**config.mk**
```make
export PLATFORM = sky130hd
export DESIGN_NAME = inst_fetch_queue
export DESIGN_NICKNAME = d
export VERILOG_FILES = /design/src/rtl/inst_fetch_queue.sv
export SDC_FILE = /design/constraint.sdc
export NUM_CORES = 1
export LEC_CHECK = 0
export BUFFER_PORTS_ARGS = -buffer_cell sky130_fd_sc_hd__buf_2
export CAP_MARGIN = 10
export CORE_MARGIN = 1.5
export CORE_UTILIZATION = 61
export CTS_CLUSTER_SIZE = 12
export DETAILED_ROUTE_END_ITERATION = 12
export PLACE_DENSITY = 0.84
export SLEW_MARGIN = 20
export SYNTH_ARGS = -nofsm -noshare
export SYNTH_HDL_FRONTEND = slang
export SYNTH_SLANG_ARGS = --single-unit
```
**constraint.sdc**
```tcl
create_clock -name clk -period 6.7 [get_ports clk]
set_input_delay 1.34 -clock clk [delete_from_list [all_inputs] [get_ports clk]]
set_output_delay 1.34 -clock clk [all_outputs]
set_load 0.005 [all_outputs]
```
**src/rtl/inst_fetch_queue.sv**
```systemverilog
// Fetch queue: issues sequential PCs to the AXI read adapter and buffers returned words; response->inst_valid is 1 cycle (0 with FETCH_BYPASS_EN).
// Backpressure: inst_ready low holds the head; issue stalls once inflight+discard+occupancy reaches DEPTH.
module inst_fetch_queue #(
  parameter int          DEPTH    = 4,
  parameter logic [31:0] RESET_PC = 32'hBFC00000
) (
  input  logic        clk,
  input  logic        reset,
  input  logic        redirect_valid,
  input  logic [31:0] redirect_pc,
  output logic        flush,
  output logic [31:0] address,
  output logic        address_valid,
  input  logic        address_read_ready,
  input  logic        data_valid,
  input  logic [31:0] data,
  input  logic [31:0] data_address,
  output logic        inst_valid,
  input  logic        inst_ready,
  output logic [31:0] inst,
  output logic [31:0] inst_pc
);
  localparam int AW = $clog2(DEPTH);
  localparam int CW = AW + 1;

  logic [31:0]   pc;
  logic [CW-1:0] inflight;
  logic [CW-1:0] discard;
  logic [CW-1:0] count;
  logic [AW-1:0] wr_ptr;
  logic [AW-1:0] rd_ptr;
  logic [31:0]   mem_inst [DEPTH];
  logic [31:0]   mem_pc   [DEPTH];

  logic          fifo_empty;
  logic          accept;
  logic          resp_drop;
  logic          resp_keep;
  logic          bypass;
  logic          bypass_take;
  logic          fifo_push;
  logic          fifo_pop;
  logic          issue;
  logic [CW+1:0] credits_used;

  assign flush        = redirect_valid;
  assign fifo_empty   = (count == '0);
  assign accept       = address_valid && address_read_ready;
  assign resp_drop    = data_valid && (discard != '0);
  assign resp_keep    = data_valid && (discard == '0);
  assign credits_used = {2'b00, inflight} + {2'b00, discard} + {2'b00, count};
  assign issue        = !address_valid && !redirect_valid && (credits_used < (CW+2)'(DEPTH));

`ifdef FETCH_BYPASS_EN
  assign bypass = fifo_empty && (discard == '0) && !redirect_valid && data_valid;
`else
  assign bypass = 1'b0;
`endif

  assign bypass_take = bypass && inst_ready;
  assign inst_valid  = !fifo_empty || bypass;
  assign fifo_pop    = !fifo_empty && inst_ready && !redirect_valid;
  assign fifo_push   = resp_keep && !redirect_valid && !bypass_take;

  always_comb begin
    inst    = '0;
    inst_pc = '0;
    if (!fifo_empty) begin
      inst    = mem_inst[rd_ptr];
      inst_pc = mem_pc[rd_ptr];
    end else if (bypass) begin
      inst    = data;
      inst_pc = data_address;
    end
  end

  // pc advances at issue rather than acceptance, so a redirect that lands while
  // an old request is still pending is never overwritten when that request is accepted.
  always_ff @(posedge clk or posedge reset) begin
    if (reset) begin
      pc            <= RESET_PC;
      address       <= RESET_PC;
      address_valid <= 1'b0;
    end else begin
      if (issue) begin
        address_valid <= 1'b1;
        address       <= pc;
      end else if (accept) begin
        address_valid <= 1'b0;
      end
      if (redirect_valid)
        pc <= redirect_pc;
      else if (issue)
        pc <= pc + 32'd4;
    end
  end

  // On redirect every outstanding request (including one still pending) becomes a discard.
  always_ff @(posedge clk or posedge reset) begin
    if (reset) begin
      inflight <= '0;
      discard  <= '0;
    end else if (redirect_valid) begin
      inflight <= '0;
      discard  <= discard - CW'(resp_drop) + inflight - CW'(resp_keep);
    end else begin
      inflight <= inflight + CW'(issue) - CW'(resp_keep);
      discard  <= discard - CW'(resp_drop);
    end
  end

  always_ff @(posedge clk or posedge reset) begin
    if (reset) begin
      count  <= '0;
      wr_ptr <= '0;
      rd_ptr <= '0;
    end else if (redirect_valid) begin
      count  <= '0;
      wr_ptr <= '0;
      rd_ptr <= '0;
    end else begin
      if (fifo_push) wr_ptr <= wr_ptr + 1'b1;
      if (fifo_pop)  rd_ptr <= rd_ptr + 1'b1;
      count <= count + CW'(fifo_push) - CW'(fifo_pop);
    end
  end

  always_ff @(posedge clk) begin
    if (fifo_push) begin
      mem_inst[wr_ptr] <= data;
      mem_pc[wr_ptr]   <= data_address;
    end
  end
endmodule

```
* Word-level counts from Yosys, hierarchy flattened
Memories as Yosys holds them, arrays and structs flattened.
Cells that the tools add are included.
** Storage, ports and cells
- Bits in writable memories :: 256
- Register bits :: 78
- Logic and storage cells :: 56
- Memories kept :: 2
** Memories
- mem_inst :: depth 4, bits a word 32, rd ports 1, clocked after Yosys merged registers in 0, write ports 1, line 32 : logic [31:0] mem_inst [DEPTH];
- mem_pc :: depth 4, bits a word 32, rd ports 1, clocked after Yosys merged registers in 0, write ports 1, line 33 : logic [31:0] mem_pc [DEPTH];
** Cells by class
- Add/sub/neg operators :: 12
- Mux-type cells :: 15
- Reductions and logical operators :: 18
- Order comparisons :: 1
** Operators by type and width (number)
- 32-bit 2-to-1 mux :: 4
- 32-bit by 3-bit adder with 32-bit output (second input constant) :: 1
- 3-bit by 1-bit subtractor with 3-bit output :: 4
- 3-bit 2-to-1 mux :: 3
- 1-bit logical AND :: 8
- 2-bit 2-to-1 mux :: 4
- 2-bit nonzero test :: 4
- 3-bit by 1-bit adder with 3-bit output :: 2
- 3-bit zero test :: 2
- 4-bit by 3-bit adder with 5-bit output :: 1
- 5-bit by 3-bit < comparator with 1-bit output (second input constant) :: 1
- 2-bit by 1-bit adder with 2-bit output (second input constant) :: 2
- 3-bit by 3-bit adder with 4-bit output :: 1
- 1-bit 2-to-1 mux :: 4
- 3-bit adder :: 1
- 1-bit zero test :: 3
- 3-bit nonzero test :: 1

* Longest topological paths before layout
Gate-level depths: netlist (run 1).
- Depth in word-level cells :: 7
- Mapped depth :: 16
- Mapped depth without buffers :: 15

* Worst setup path before layout (run 1)
OpenSTA, ideal clock, no wires.
- Path type :: in2reg
- Start :: input redirect_valid
- End :: memory mem_inst[0][0], enable pin
- Setup time :: 0.429 ns
- Data arrival time :: 3.330 ns
- Stages on the path :: 4
- Required time :: 6.271 ns
- Path buffers :: 1
- Slack :: 2.941 ns
- Cells stage by stage :: clkbuf_1 inv_1 and3_1 and2_1
** Between the ends
- Word-level cells in the longest chain between the ends :: 4
** RTL lines
- start: declaration :: line 9 : input logic redirect_valid,
- 1-bit zero test :: line 63 : assign fifo_push = resp_keep && !redirect_valid && !bypass_take;
- 1-bit logical AND :: line 63
- 1-bit 2-to-1 mux :: line 129 : if (fifo_push) begin
- 1-bit 2-to-1 mux (not written as such) :: line 130 : mem_inst[wr_ptr] <= data;
- end: declaration :: line 32
Every way passes these cells.

* Final worst setup path (run 1)
- Start :: register rd_ptr[0]
- End :: output inst[14]
** Between the ends
- Word-level cells in the longest chain between the ends :: 2
** RTL lines
- start: declaration :: line 31 : logic [AW-1:0] rd_ptr;
- start signal: assignment :: line 123 : if (fifo_pop) rd_ptr <= rd_ptr + 1'b1;
- memory read 4 x 32 bit
- 32-bit 2-to-1 mux :: line 68 : if (!fifo_empty) begin
- end: declaration :: line 20 : output logic [31:0] inst,
Every way passes these cells.

==> flow_summary_export.csv, run 1 <==
group,metric,value,unit
final_layout,drive_gt1_frac,0.389,
clock_network,cts-root-buf,"clkbuf_16",
sta,finalHoldViolCount,0,
outcome,status,"finished clean",
placed_design,hpwl,16.2,mm
sta,maxSlewViolCount,0,
routing,vias_per_cell,5.79,
routing,routedWlPerCell,20.8,um
job,maxCapViolCount,0,
clock_network,cts_tree,"built",
setup_path,crit_type,"flop to output pin",
power,p_sw_frac,0.285,
die,die_y,153,um
grt,antenna_found_initial,4,
power,peakVddDrop,0.282,mV
routing,drc,0,
power,switching_power,0.00174,W
synth,netlist_area,13800,um^2
die,dieArea,23500,um^2
sta,setup_viol,0,
placed_design,numPortBuffers,200,
synth,ys_ff_latch,334,
sta,hold_slack,502,ps
setup_path,crit_cells,4,
sta,fin_crit_sh,0.643,
synth,synth_cells,783,
power,power_density,378,nW/um^2
setup_path,critPathBufInv,2,
routing,vias,7541,
synth,synth_fp_nets,906,
grt,grt_pass1_wl,42.5,mm
routing,first_pass_iters,4,
grt,grt_remaining_overflow,0,
setup_path,cp_data_arrival_time,2970,ps
clock_network,postCtsSetupBuffers,0,
setup_path,rr_endpoint,"inflight[2]",
setup_path,max_stage_delay,970,ps
die,pin_count,201,
sta,skew,19.0,ps
die,start_util,0.626,
routing,wirelength,27.1,mm
synth,async_reset_ff_frac,0.234,
sta,min_period,4310,ps
synth,avgSynthCellArea,17.6,um^2
grt,grtUsageTotal,0.235,
hold_path,worstHoldEndpoint,"address[19]",
grt,grt_max_degree,79,
placed_design,place_congestion,0.836,
sta,max_slew_margin,0.350,
clock_network,ctsResizeCount,0,
power,power_frac_seq,0.430,
grt,grt_pass1_vias,7704,
clock_network,cts.clk_slew.worst_paths,60,ps
power,pwr-share-comb,0.277,
final_layout,layout.nets,1112,
synth,seq_area_frac_synth,0.700,
setup_path,critPathCaptureType,"output pin",
hold_path,hold_path.class,"flop to flop",
synth,synth_ff_type,"edfxtp_1",
power,power.share.clock,0.293,
sta,tns,0,ps
sta,worst_pin_slew,975,ps
die,rows,54,
setup_path,r2r-start,"inflight[1]",
synth,synth_edf_count,256,
clock_network,tritoncts.num_buffers,35,
power,intPower,0.00436,W
synth,yosys_warnings,0,
final_layout,area_growth_syn_to_layout,17.0,%
die,dieWidth,153,um
clock_network,clkSinkCount,334,
setup_path,path_delay_family,"flip-flops",
final_layout,final_common_cell,"edfxtp_1",
setup_path,cp_cell_sequence,"buf_4 > mux4_2 > and2_1 > buf_2",
setup_path,start_kind,"flop",
die,core_area,22000,um^2
synth,synth_cell_types,46,
clock_network,htreeDepth,2,
sta,rsz0062_at_grt,"false",
routing,ant_nets,0,
sta,max_clock_freq,232,MHz
routing,drt-initial-drc-count,575,
clock_network,hold_buffers,0,
clock_network,clockBufferDepth,3,
clock_network,clk-insertion-delay-late,510,ps
hold_path,hp-start,"address[19]",
setup_path,ff2ff_setup_slack,2720,ps
final_layout,layout_common_cells,"256 x edfxtp_1, 200 x buf_2, 67 x and2_1",
setup_path,slowest_stage,"dfrtp_4",
setup_path,cp_max_fo,42,
setup_path,reg2regPathDepth,17,
setup_path,crit_required,5360,ps
power,p_leak,5.95,nW
hold_path,hold_depth,1,
## logic make-up (layout without fill, tap and decap cells)
logic type      after synthesis  count (layout)  share of synthesized area
mux                         109             109                      0.141
other cells                   0               6                          0
flops                       334             334                      0.700
xor+xnor                     37              37                     0.0235
compound gates               30              30                     0.0123
simple gates                188             188                     0.0814
buf+inv                      64             297                     0.0191
fa+ha+maj                    21              21                     0.0223
## Yosys cell counts (all sizes together) (18+ instances only)
| library cell | n | area share |
|---|---|---|
| dfrtp | 60 | 0.11 |
| nand2 | 34 | 0.0093 |
| xnor2 | 24 | 0.015 |
| inv | 22 | 0.0060 |
| and2 | 71 | 0.032 |
| dfstp | 18 | 0.034 |
| edfxtp | 256 | 0.56 |
| buf | 18 | 0.0066 |
| mux2 | 41 | 0.033 |
| o21ai | 21 | 0.0079 |
| mux4 | 64 | 0.10 |
| clkbuf | 24 | 0.0065 |
## power by group through the flow
stage | registers (W) | clock network (W) | logic, W
after floorplan | 0.00259 | 0 | 0.00117
after global placement | 0.00266 | 0 | 0.00166
after detailed placement | 0.00266 | 0 | 0.00170
after CTS | 0.00262 | 0.00182 | 0.00172
after global routing | 0.00265 | 0.00189 | 0.00186
final | 0.00262 | 0.00179 | 0.00169
## how the worst max path moves through the flow
stage | from | endpoint | slack, ps
CTS | rd_ptr[0] | inst[14] | 2280
floorplan | redirect_valid | mem_inst[0][0] | 2940
global placement | redirect_valid | mem_pc[1][21] | 2770
finish | rd_ptr[0] | inst[14] | 2390
global route | rd_ptr[0] | inst[14] | 2160
detailed placement | inflight[1] | inflight[2] | 2690
## sequential cells by signal (all words and copies together) (netlist names)
register / count
pc: 32
mem_pc: 128
inflight: 3
wr_ptr: 2
count: 3
address_valid: 1
address: 32
rd_ptr: 2
mem_inst: 128
discard: 3
## per-stage QoR
stage          setup slack, ps  total power [W]  utilization  cell area, um^2  cells
2_1_floorplan             2940          0.00376            -            13800    783
3_3_place_gp              2770          0.00432        0.684            15100   1232
3_5_place_dp              2690          0.00436        0.684            15100   1232
4_1_cts                   2280          0.00616        0.732            16100   1296
5_1_grt                   2160          0.00640        0.732            16100   1299
6_report                  2390          0.00610        0.733            16100   1302
## layer usage
metal,part of all wire,vias to the layer above,track usage
li1,-,3404,-
met1,0.40,3812,0.319
met2,0.51,278,0.386
met3,0.066,47,0.0491
met4,0.023,0,0.0781
met5,0,-,0
## layout make-up
cell class	instances	area, um^2
diodes	6	15.0
well taps	280	350
inverters	22	82.6
fillers	1354	5890
multi-input cells	385	3880
clock buffers	56	976
clock inverters	8	76.3
repair buffers	211	1090
flip-flops and latches	334	9670
(Power assumes the default switching activity.)
==> run 2, diff against run 1 <==
Settings changed: CORE_UTILIZATION 61 to 57, PLACE_DENSITY 0.84 to 0.8.
Clock period 6.7 ns to 4.44 ns, I/O delays scaled along.
==> flow_summary_export.csv, run 2 (same netlist as run 1, synthesis figures left out) <==
group,metric,value,unit
setup_path,cp_max_fo,6,
placed_design,dp.cells,1268,
clock_network,cts-root-buf,"clkbuf_16",
die,start_util,0.584,
grt,grt_remaining_overflow,0,
final_layout,layout_common_cells,"256 x edfxtp_1, 200 x buf_2, 67 x and2_1",
sta,skew,19.9,ps
outcome,status,"finished clean",
routing,vias_per_cell,5.57,
grt,grtUsageMet3,0.0395,
die,dieWidth,159,um
clock_network,clockBufferDepth,3,
clock_network,postCtsSetupBuffers,0,
clock_network,clkSinkCount,334,
routing,wirelength,26.2,mm
routing,drt-initial-drc-count,434,
grt,grt_pass1_vias,7464,
placed_design,dpl_cell_area,15100,um^2
grt,use_met2,0.352,
setup_path,start_kind,"flop",
sta,rsz0062_at_grt,"false",
sta,maxSlewViolCount,0,
final_layout,finish.instance_area,16200,um^2
placed_design,place_congestion,0.825,
final_layout,drive_gt1_frac,0.391,
job,maxCapViolCount,0,
clock_network,cts_tree,"built",
setup_path,crit_required,4800,ps
routing,vias,7400,
clock_network,tritoncts.num_buffers,35,
final_layout,area_growth_syn_to_layout,17.2,%
die,rows,56,
setup_path,r2r-start,"inflight[1]",
sta,hold_slack,459,ps
sta,min_period,3470,ps
setup_path,crit_type,"flop to flop",
routing,ant_nets,0,
sta,fin_crit_sh,0.781,
final_layout,layout.nets,1109,
placed_design,hpwl,15.9,mm
grt,antenna_found_initial,1,
clock_network,hold_buffers,0,
power,p_leak,5.95,nW
clock_network,htreeDepth,2,
sta,tns,0,ps
final_layout,reg.largest.list,"mem_inst x128, mem_pc x128",
sta,max_slew_margin,0.343,
sta,finalHoldViolCount,0,
grt,met1_usage,0.295,
sta,worst_pin_slew,986,ps
routing,drc,0,
setup_path,critPathCaptureType,"flop",
power,power_density,571,nW/um^2
power,peakVddDrop,0.408,mV
clock_network,cts.clk_slew.worst_paths,60,ps
grt,grtUsageTotal,0.214,
clock_network,clk-insertion-delay-late,510,ps
routing,first_pass_iters,5,
placed_design,numPortBuffers,200,
hold_path,hold_path.class,"input pin to async pin",
die,die_y,159,um
die,pin_count,201,
die,dieArea,25100,um^2
setup_path,cp_data_arrival_time,3830,ps
grt,busiest_layer,"met2",
grt,grt_pass1_wl,40.4,mm
die,core_area,23600,um^2
setup_path,crit_start,"inflight[1]",
clock_network,ctsResizeCount,0,
routing,routedWlPerCell,19.7,um
final_layout,final_common_cell,"edfxtp_1",
power,p_total,0.00922,W
sta,max_clock_freq,288,MHz
sta,setup_viol,0,
final_layout,fin_cells,1329,
grt,grt_max_degree,65,
==> run 2: path summary, 6_finish.rpt <==
kind	endpoint	slack [ps]	depth (start not counted)
min reg2reg	address[2]	500	1
max	inflight[2]	970	15
min in group clk	address[2]	500	1
max reg2reg	inflight[2]	970	15
max in group asynchronous	rd_ptr[0]	2850	3
min	address[8]	460	2
==> run 2: per-layer routing <==
layer / part of all wire / wire [um] / up-vias
li1: - / - / 3390
met1: 0.43 / 11200 / 3755
met2: 0.50 / 13000 / 219
met3: 0.054 / 1420 / 36
met4: 0.021 / 545 / 0
met5: 0 / 0 / -
==> run 2: worst max-delay path: stages, from the launching register on <==
cell and delay, ps:
dfrtp_1 400, inv_1 100, fa_1 610, nor2_1 80
fa_1 390, nor3b_2 170, o21ai_2 350, nor3_2 80
inv_1 90, ha_1 230, inv_1 60, ha_1 140
inv_1 50, fa_1 370, xnor2_1 170, nor2_1 50
==> run 2: stage by stage <==
step                setup slack, ps  utilization
floorplan                       694            -
global placement               1060        0.640
detailed placement              986        0.640
CTS                             966        0.684
global route                    767        0.685
finish                          971        0.685
==> run 2: cell type report <==
cell class | instances | area, um^2
Clock inverter | 8 | 82.6
Inverter | 22 | 82.6
Sequential cell | 334 | 9670
Tap cell | 319 | 399
Clock buffer | 52 | 960
Multi-Input combinational cell | 385 | 3880
Timing Repair Buffer | 208 | 1090
Antenna cell | 1 | 2.50
Fill cell | 1566 | 7450
==> run 2: report_power, final <==
| group | leakage (nW) | switching [W] | internal (W) | total (W) |
|---|---|---|---|---|
| clock | 0.509 | 0.00112 | 0.00156 | 0.00268 |
| sequential | 3.22 | 0.000217 | 0.00370 | 0.00391 |
| combinational | 2.22 | 0.00130 | 0.00133 | 0.00263 |
